[src/rtl/wavelet_pkg.sv]
// Shared constants for the wavelet datapath: output FSM encoding and default sample width.
package wavelet_pkg;

    localparam int ADC_WIDTH_DEFAULT = 14;

    typedef enum logic [1:0] {
        IDLE        = 2'd0,
        EMIT_SAMPLE = 2'd1,
        EMIT_INSERT = 2'd2
    } up_state_t;

endpackage

[src/rtl/sample_fifo.sv]
// Power-of-two circular sample buffer with registered occupancy; pushes when full
// and pops when empty are ignored, so the pointers and level can never run away.
module sample_fifo #(
    parameter int WIDTH = 14,
    parameter int DEPTH = 4,
    localparam int AW = $clog2(DEPTH),
    localparam int LW = AW + 1
) (
    input  logic             clk,
    input  logic             rst_n,
    input  logic             push,
    input  logic [WIDTH-1:0] push_data,
    input  logic             pop,
    output logic [WIDTH-1:0] pop_data,
    output logic [LW-1:0]    level
);

    logic [WIDTH-1:0] mem [DEPTH];
    logic [AW-1:0]    wr_ptr;
    logic [AW-1:0]    rd_ptr;
    logic             do_push;
    logic             do_pop;

    assign do_push  = push && (level != LW'(DEPTH));
    assign do_pop   = pop && (level != '0);
    assign pop_data = mem[rd_ptr];

    always_ff @(posedge clk) begin
        if (do_push) begin
            mem[wr_ptr] <= push_data;
        end
    end

    // Pointers are exactly AW bits wide, so natural overflow wraps them modulo DEPTH.
    always_ff @(posedge clk or negedge rst_n) begin
        if (!rst_n) begin
            wr_ptr <= '0;
            rd_ptr <= '0;
            level  <= '0;
        end else begin
            if (do_push) begin
                wr_ptr <= wr_ptr + AW'(1);
            end
            if (do_pop) begin
                rd_ptr <= rd_ptr + AW'(1);
            end
            if (do_push && !do_pop) begin
                level <= level + LW'(1);
            end else if (!do_push && do_pop) begin
                level <= level - LW'(1);
            end
        end
    end

endmodule

[src/rtl/upsample_2.sv]
// Two-times upsampler: each buffered half-rate sample is followed by an inserted slot.
// Define UPSAMPLE_2_HOLD_EN for zero-order hold in the inserted slot; default is zero insertion.
module upsample_2
    import wavelet_pkg::*;
#(
    parameter int ADC_WIDTH  = ADC_WIDTH_DEFAULT,
    parameter int FIFO_DEPTH = 4,
    localparam int LW = $clog2(FIFO_DEPTH) + 1
) (
    input  logic                 clk,
    input  logic                 rst_n,
    input  logic [ADC_WIDTH-1:0] adc_data_in,
    input  logic                 in_valid,
    output logic                 in_ready,
    output logic [ADC_WIDTH-1:0] adc_data_out,
    output logic                 out_valid,
    output logic                 out_phase,
    output logic [LW-1:0]        fifo_level,
    output logic [15:0]          out_count
);

    up_state_t            state;
    logic                 push;
    logic                 pop;
    logic                 buf_nonempty;
    logic [ADC_WIDTH-1:0] head_data;
    logic [ADC_WIDTH-1:0] insert_data;

    // Handshake: a sample transfers on a rising edge where in_valid && in_ready;
    // in_ready depends only on the registered level, never on in_valid.
    assign in_ready     = (fifo_level != LW'(FIFO_DEPTH));
    assign push         = in_valid && in_ready;
    assign buf_nonempty = (fifo_level != '0);
    assign pop          = buf_nonempty && (state != EMIT_SAMPLE);

    sample_fifo #(
        .WIDTH (ADC_WIDTH),
        .DEPTH (FIFO_DEPTH)
    ) u_fifo (
        .clk       (clk),
        .rst_n     (rst_n),
        .push      (push),
        .push_data (adc_data_in),
        .pop       (pop),
        .pop_data  (head_data),
        .level     (fifo_level)
    );

`ifdef UPSAMPLE_2_HOLD_EN
    logic [ADC_WIDTH-1:0] hold_q;

    always_ff @(posedge clk or negedge rst_n) begin
        if (!rst_n) begin
            hold_q <= '0;
        end else if (pop) begin
            hold_q <= head_data;
        end
    end

    assign insert_data = hold_q;
`else
    assign insert_data = '0;
`endif

    always_ff @(posedge clk or negedge rst_n) begin
        if (!rst_n) begin
            state        <= IDLE;
            adc_data_out <= '0;
            out_valid    <= 1'b0;
            out_phase    <= 1'b0;
        end else begin
            case (state)
                EMIT_SAMPLE: begin
                    state        <= EMIT_INSERT;
                    adc_data_out <= insert_data;
                    out_valid    <= 1'b1;
                    out_phase    <= 1'b1;
                end
                default: begin
                    // IDLE and EMIT_INSERT both start a new pair whenever data is waiting.
                    if (buf_nonempty) begin
                        state        <= EMIT_SAMPLE;
                        adc_data_out <= head_data;
                        out_valid    <= 1'b1;
                        out_phase    <= 1'b0;
                    end else begin
                        state        <= IDLE;
                        adc_data_out <= '0;
                        out_valid    <= 1'b0;
                        out_phase    <= 1'b0;
                    end
                end
            endcase
        end
    end

    always_ff @(posedge clk or negedge rst_n) begin
        if (!rst_n) begin
            out_count <= '0;
        end else if (out_valid) begin
            out_count <= out_count + 16'd1;
        end
    end

endmodule

[config.mk]
export PLATFORM = sky130hd
export DESIGN_NAME = upsample_2
export DESIGN_NICKNAME = d
export VERILOG_FILES = /design/src/rtl/wavelet_pkg.sv /design/src/rtl/sample_fifo.sv /design/src/rtl/upsample_2.sv
export SDC_FILE = /design/constraint.sdc
export NUM_CORES = 1
export LEC_CHECK = 0
export BUFFER_PORTS_ARGS = -buffer_cell sky130_fd_sc_hd__buf_2
export CORE_MARGIN = 2
export CORE_UTILIZATION = 45
export DETAILED_ROUTE_END_ITERATION = 10
export HOLD_SLACK_MARGIN = 0.03
export PLACE_DENSITY = 0.65
export SLEW_MARGIN = 20
export SYNTH_ARGS = -nofsm -noshare
export SYNTH_HDL_FRONTEND = slang
export SYNTH_SLANG_ARGS = --single-unit
[constraint.sdc]
create_clock -name clk -period 2.65 [get_ports clk]
set_input_delay 0.53 -clock clk [delete_from_list [all_inputs] [get_ports clk]]
set_output_delay 0.53 -clock clk [all_outputs]
set_load 0.01 [all_outputs]
==> qor.yml <==
critPathKind: "register to register"
p_per_area_nw_per_um2: 1040
yosys.area.top_type_share_pct: 45.1
ctsHoldBuffers: 0
nNetsFinal: 295
synth_cell_types: 27
synth_edf_count: 56
r2r_start: "u_fifo.level[2]$_DFFE_PN0P_"
finalWirelength_microns: 6020
crit_path_max_incr_delay_ns: 0.44
synth_top_area_cell: "edfxtp_1"
antenna_cells: 0
clk_path_buf_depth: 2
cts_setup_buffers: 0
crit_top_cell: "xor2_1"
outcome: "finished, final reports clean"
cts_buffers: 9
coreArea_sq_um: 8130
critPathBufInv: 1
seq_area_sq_um: 2680
hold_viol: 0
syn_area_per_cell_sq_um: 17.9
remaining_drc_errors: 0
yosysMostFrequentCell: "edfxtp_1"
synth_area_leaders: "edfxtp_1, dfrtp_1, mux4_2"
io_buffers: 52
start_util_pct: 45.8
startpoint_type: "register"
wl_met3_microns: 265
ys_seq_elements: 96
first_iter_violations: 77
overflow: 0
track_usage_pct: 14.9
cp_cell_sequence: "or3_1, nand2_1, ha_1, inv_1, fa_1, xor2_1, nor2_1, xor2_1"
synthTopCellsByCount: "edfxtp_1, dfrtp_1, and3_1"
grt_max_degree: 41
rsz0062_at_grt: "no"
cts_tree: "yes"
wire_per_inst_microns: 15.8
arrival_ns: 2.35
layout-drive-gt1-share_pct: 31.2
numClockSinks: 96
fin_crit_ns: 2.08
netlist_instances: 208
worst_r2r_path_depth: 8
drtPass1Iterations: 4
route.vias.total: 1901
reg2reg_slack_ns: 0.57
setup_viol: 0
die_height_microns: 95.0
syn2layout_area_growth_pct: 15.5
fp.dieArea_sq_um: 9030
dr.max_layer_used: "met4"
gp_congestion: 0.722
peakVddDrop_mv: 0.492
path_max_fanout: 5
worstSetupEndpointType: "register"
die_w_microns: 95.0
ys.flop_type: "edfxtp_1"
required_ns: 2.92
vias_per_cell: 4.99
clkTransAtPathRegs_ns: 0.08
drtAntennaViolNets: 0
relSlewSlack_pct: 40.7
n_fill_cell: 674
ios: 53
cts_resized: 0
yosysSeqAreaShare_pct: 72.0
place_hpwl_microns: 3900
synthArstFlopShare_pct: 41.7
syn-num-nets: 232
root_buffer: "clkbuf_8"
reg2reg_to: "u_fifo.level[2]$_DFFE_PN0P_"
skew_ns: 0.00929
fmax_ghz: 0.481
finalSetupTns_ns: 0
clkLatencyLatePin_ns: 0.35
wl_met1_microns: 2580
ctsHtreeMaxLevel: 3
antenna_found_initial: 0
crit_family: "simple AND/OR/NAND/NOR gates"
ys_warn_count: 0
fin_util_pct: 52.9
fp-row-count: 33
met2_length_microns: 3090
tightest_slew_ns: 0.890
cp.depth: 8
grt_pass1_vias: 1878
multi_input_area_sq_um: 960
cp_slowest_cell: "dfrtp_1"
drv_cap: 0
p_leak_nw: 1.83
grt_pass1_wl_microns: 9620
synth_area_sq_um: 3730
startpoint: "u_fifo.level[2]$_DFFE_PN0P_"
min_path_type: "input port to async pin"
drv_slew: 0
finalCritPeriodShare_pct: 78.4
through the flow:
step,area (sq um),instances,hold slack [ns],worst slack (ns),power (mW)
after floorplan,3730,208,0.234,0.515,3.20
after global placement,4120,365,0.450,0.599,3.63
after detailed placement,4120,365,0.477,0.565,3.66
after CTS,4310,381,0.321,0.554,4.58
after global routing,4310,381,0.370,0.428,4.79
final,4310,381,0.296,0.572,4.49
layout by cell type (no fill, tap or decap), drive strengths merged:
cell | Yosys | routed
nor4 | 6 | 6
fa | 1 | 1
ha | 6 | 6
clkinv | 0 | 3
a21boi | 1 | 1
inv | 8 | 8
and2 | 4 | 4
bufinv | 0 | 1
mux4 | 14 | 14
and3 | 14 | 14
edfxtp | 56 | 56
clkbuf | 3 | 12
or3 | 2 | 2
nand2 | 7 | 7
nor2 | 3 | 3
xnor2 | 9 | 9
nand4 | 6 | 6
dfrtp | 40 | 40
nor3 | 3 | 3
nand3 | 4 | 4
buf | 4 | 59
nand2b | 2 | 2
xor2 | 12 | 12
mux2 | 3 | 3
worst register-to-register path: stages (launching register included):
cell and delay, ns:
dfrtp_1 0.44, or3_1 0.40, nand2_1 0.13, ha_1 0.19, inv_1 0.06, fa_1 0.37
xor2_1 0.15, nor2_1 0.11, xor2_1 0.16
power by group:
part / switching, mW / internal, mW
clock network: 0.450 / 0.457
registers: 0.262 / 2.01
logic: 0.665 / 0.650
metal layers:
metal	GRT usage (%)	up-vias
met5	0	-
met4	6.16	0
met3	4.82	7
met2	23.9	42
met1	18.7	950
li1	-	902
kinds of logic (layout without fill, tap and decap cells):
| kind of cell | count (synthesis) | after routing | share of synthesized area (%) |
|---|---|---|---|
| XOR/XNOR | 21 | 21 | 4.93 |
| adder cells (fa/ha/maj) | 7 | 7 | 2.55 |
| multiplexers | 17 | 17 | 9.97 |
| flip-flops | 96 | 96 | 72.0 |
| buffers and inverters | 15 | 83 | 2.28 |
| AND/OR/NAND/NOR | 51 | 51 | 7.99 |
| AO/OA/AOI/OAI | 1 | 1 | 0.302 |
sequential cells by signal, summed over array words and instances, names as in the netlist:
register	cells
u_fifo.mem	56
out_valid	1
state	1
u_fifo.rd_ptr	2
u_fifo.wr_ptr	2
u_fifo.level	3
adc_data_out	14
out_phase	1
out_count	16
final cells by class:
cell class | instances | share of cell area [%]
repair buffers | 59 | 7.27
clock buffers | 12 | 3.37
inverters | 8 | 0.697
well taps | 105 | 3.05
multi-input cells | 97 | 22.3
clock inverters | 4 | 1.02
flip-flops and latches | 96 | 62.3
how the worst max path moves through the flow:
stage	slack, ns	endpoint
2_1_floorplan	0.51	u_fifo.level[2]$_DFFE_PN0P_
3_3_place_gp	0.60	u_fifo.level[2]$_DFFE_PN0P_
3_5_place_dp	0.56	u_fifo.level[2]$_DFFE_PN0P_
4_1_cts	0.55	u_fifo.level[2]$_DFFE_PN0P_
5_1_grt	0.43	u_fifo.level[2]$_DFFE_PN0P_
6_report	0.57	u_fifo.level[2]$_DFFE_PN0P_
Note: power is estimated with default switching activity, not from simulation.
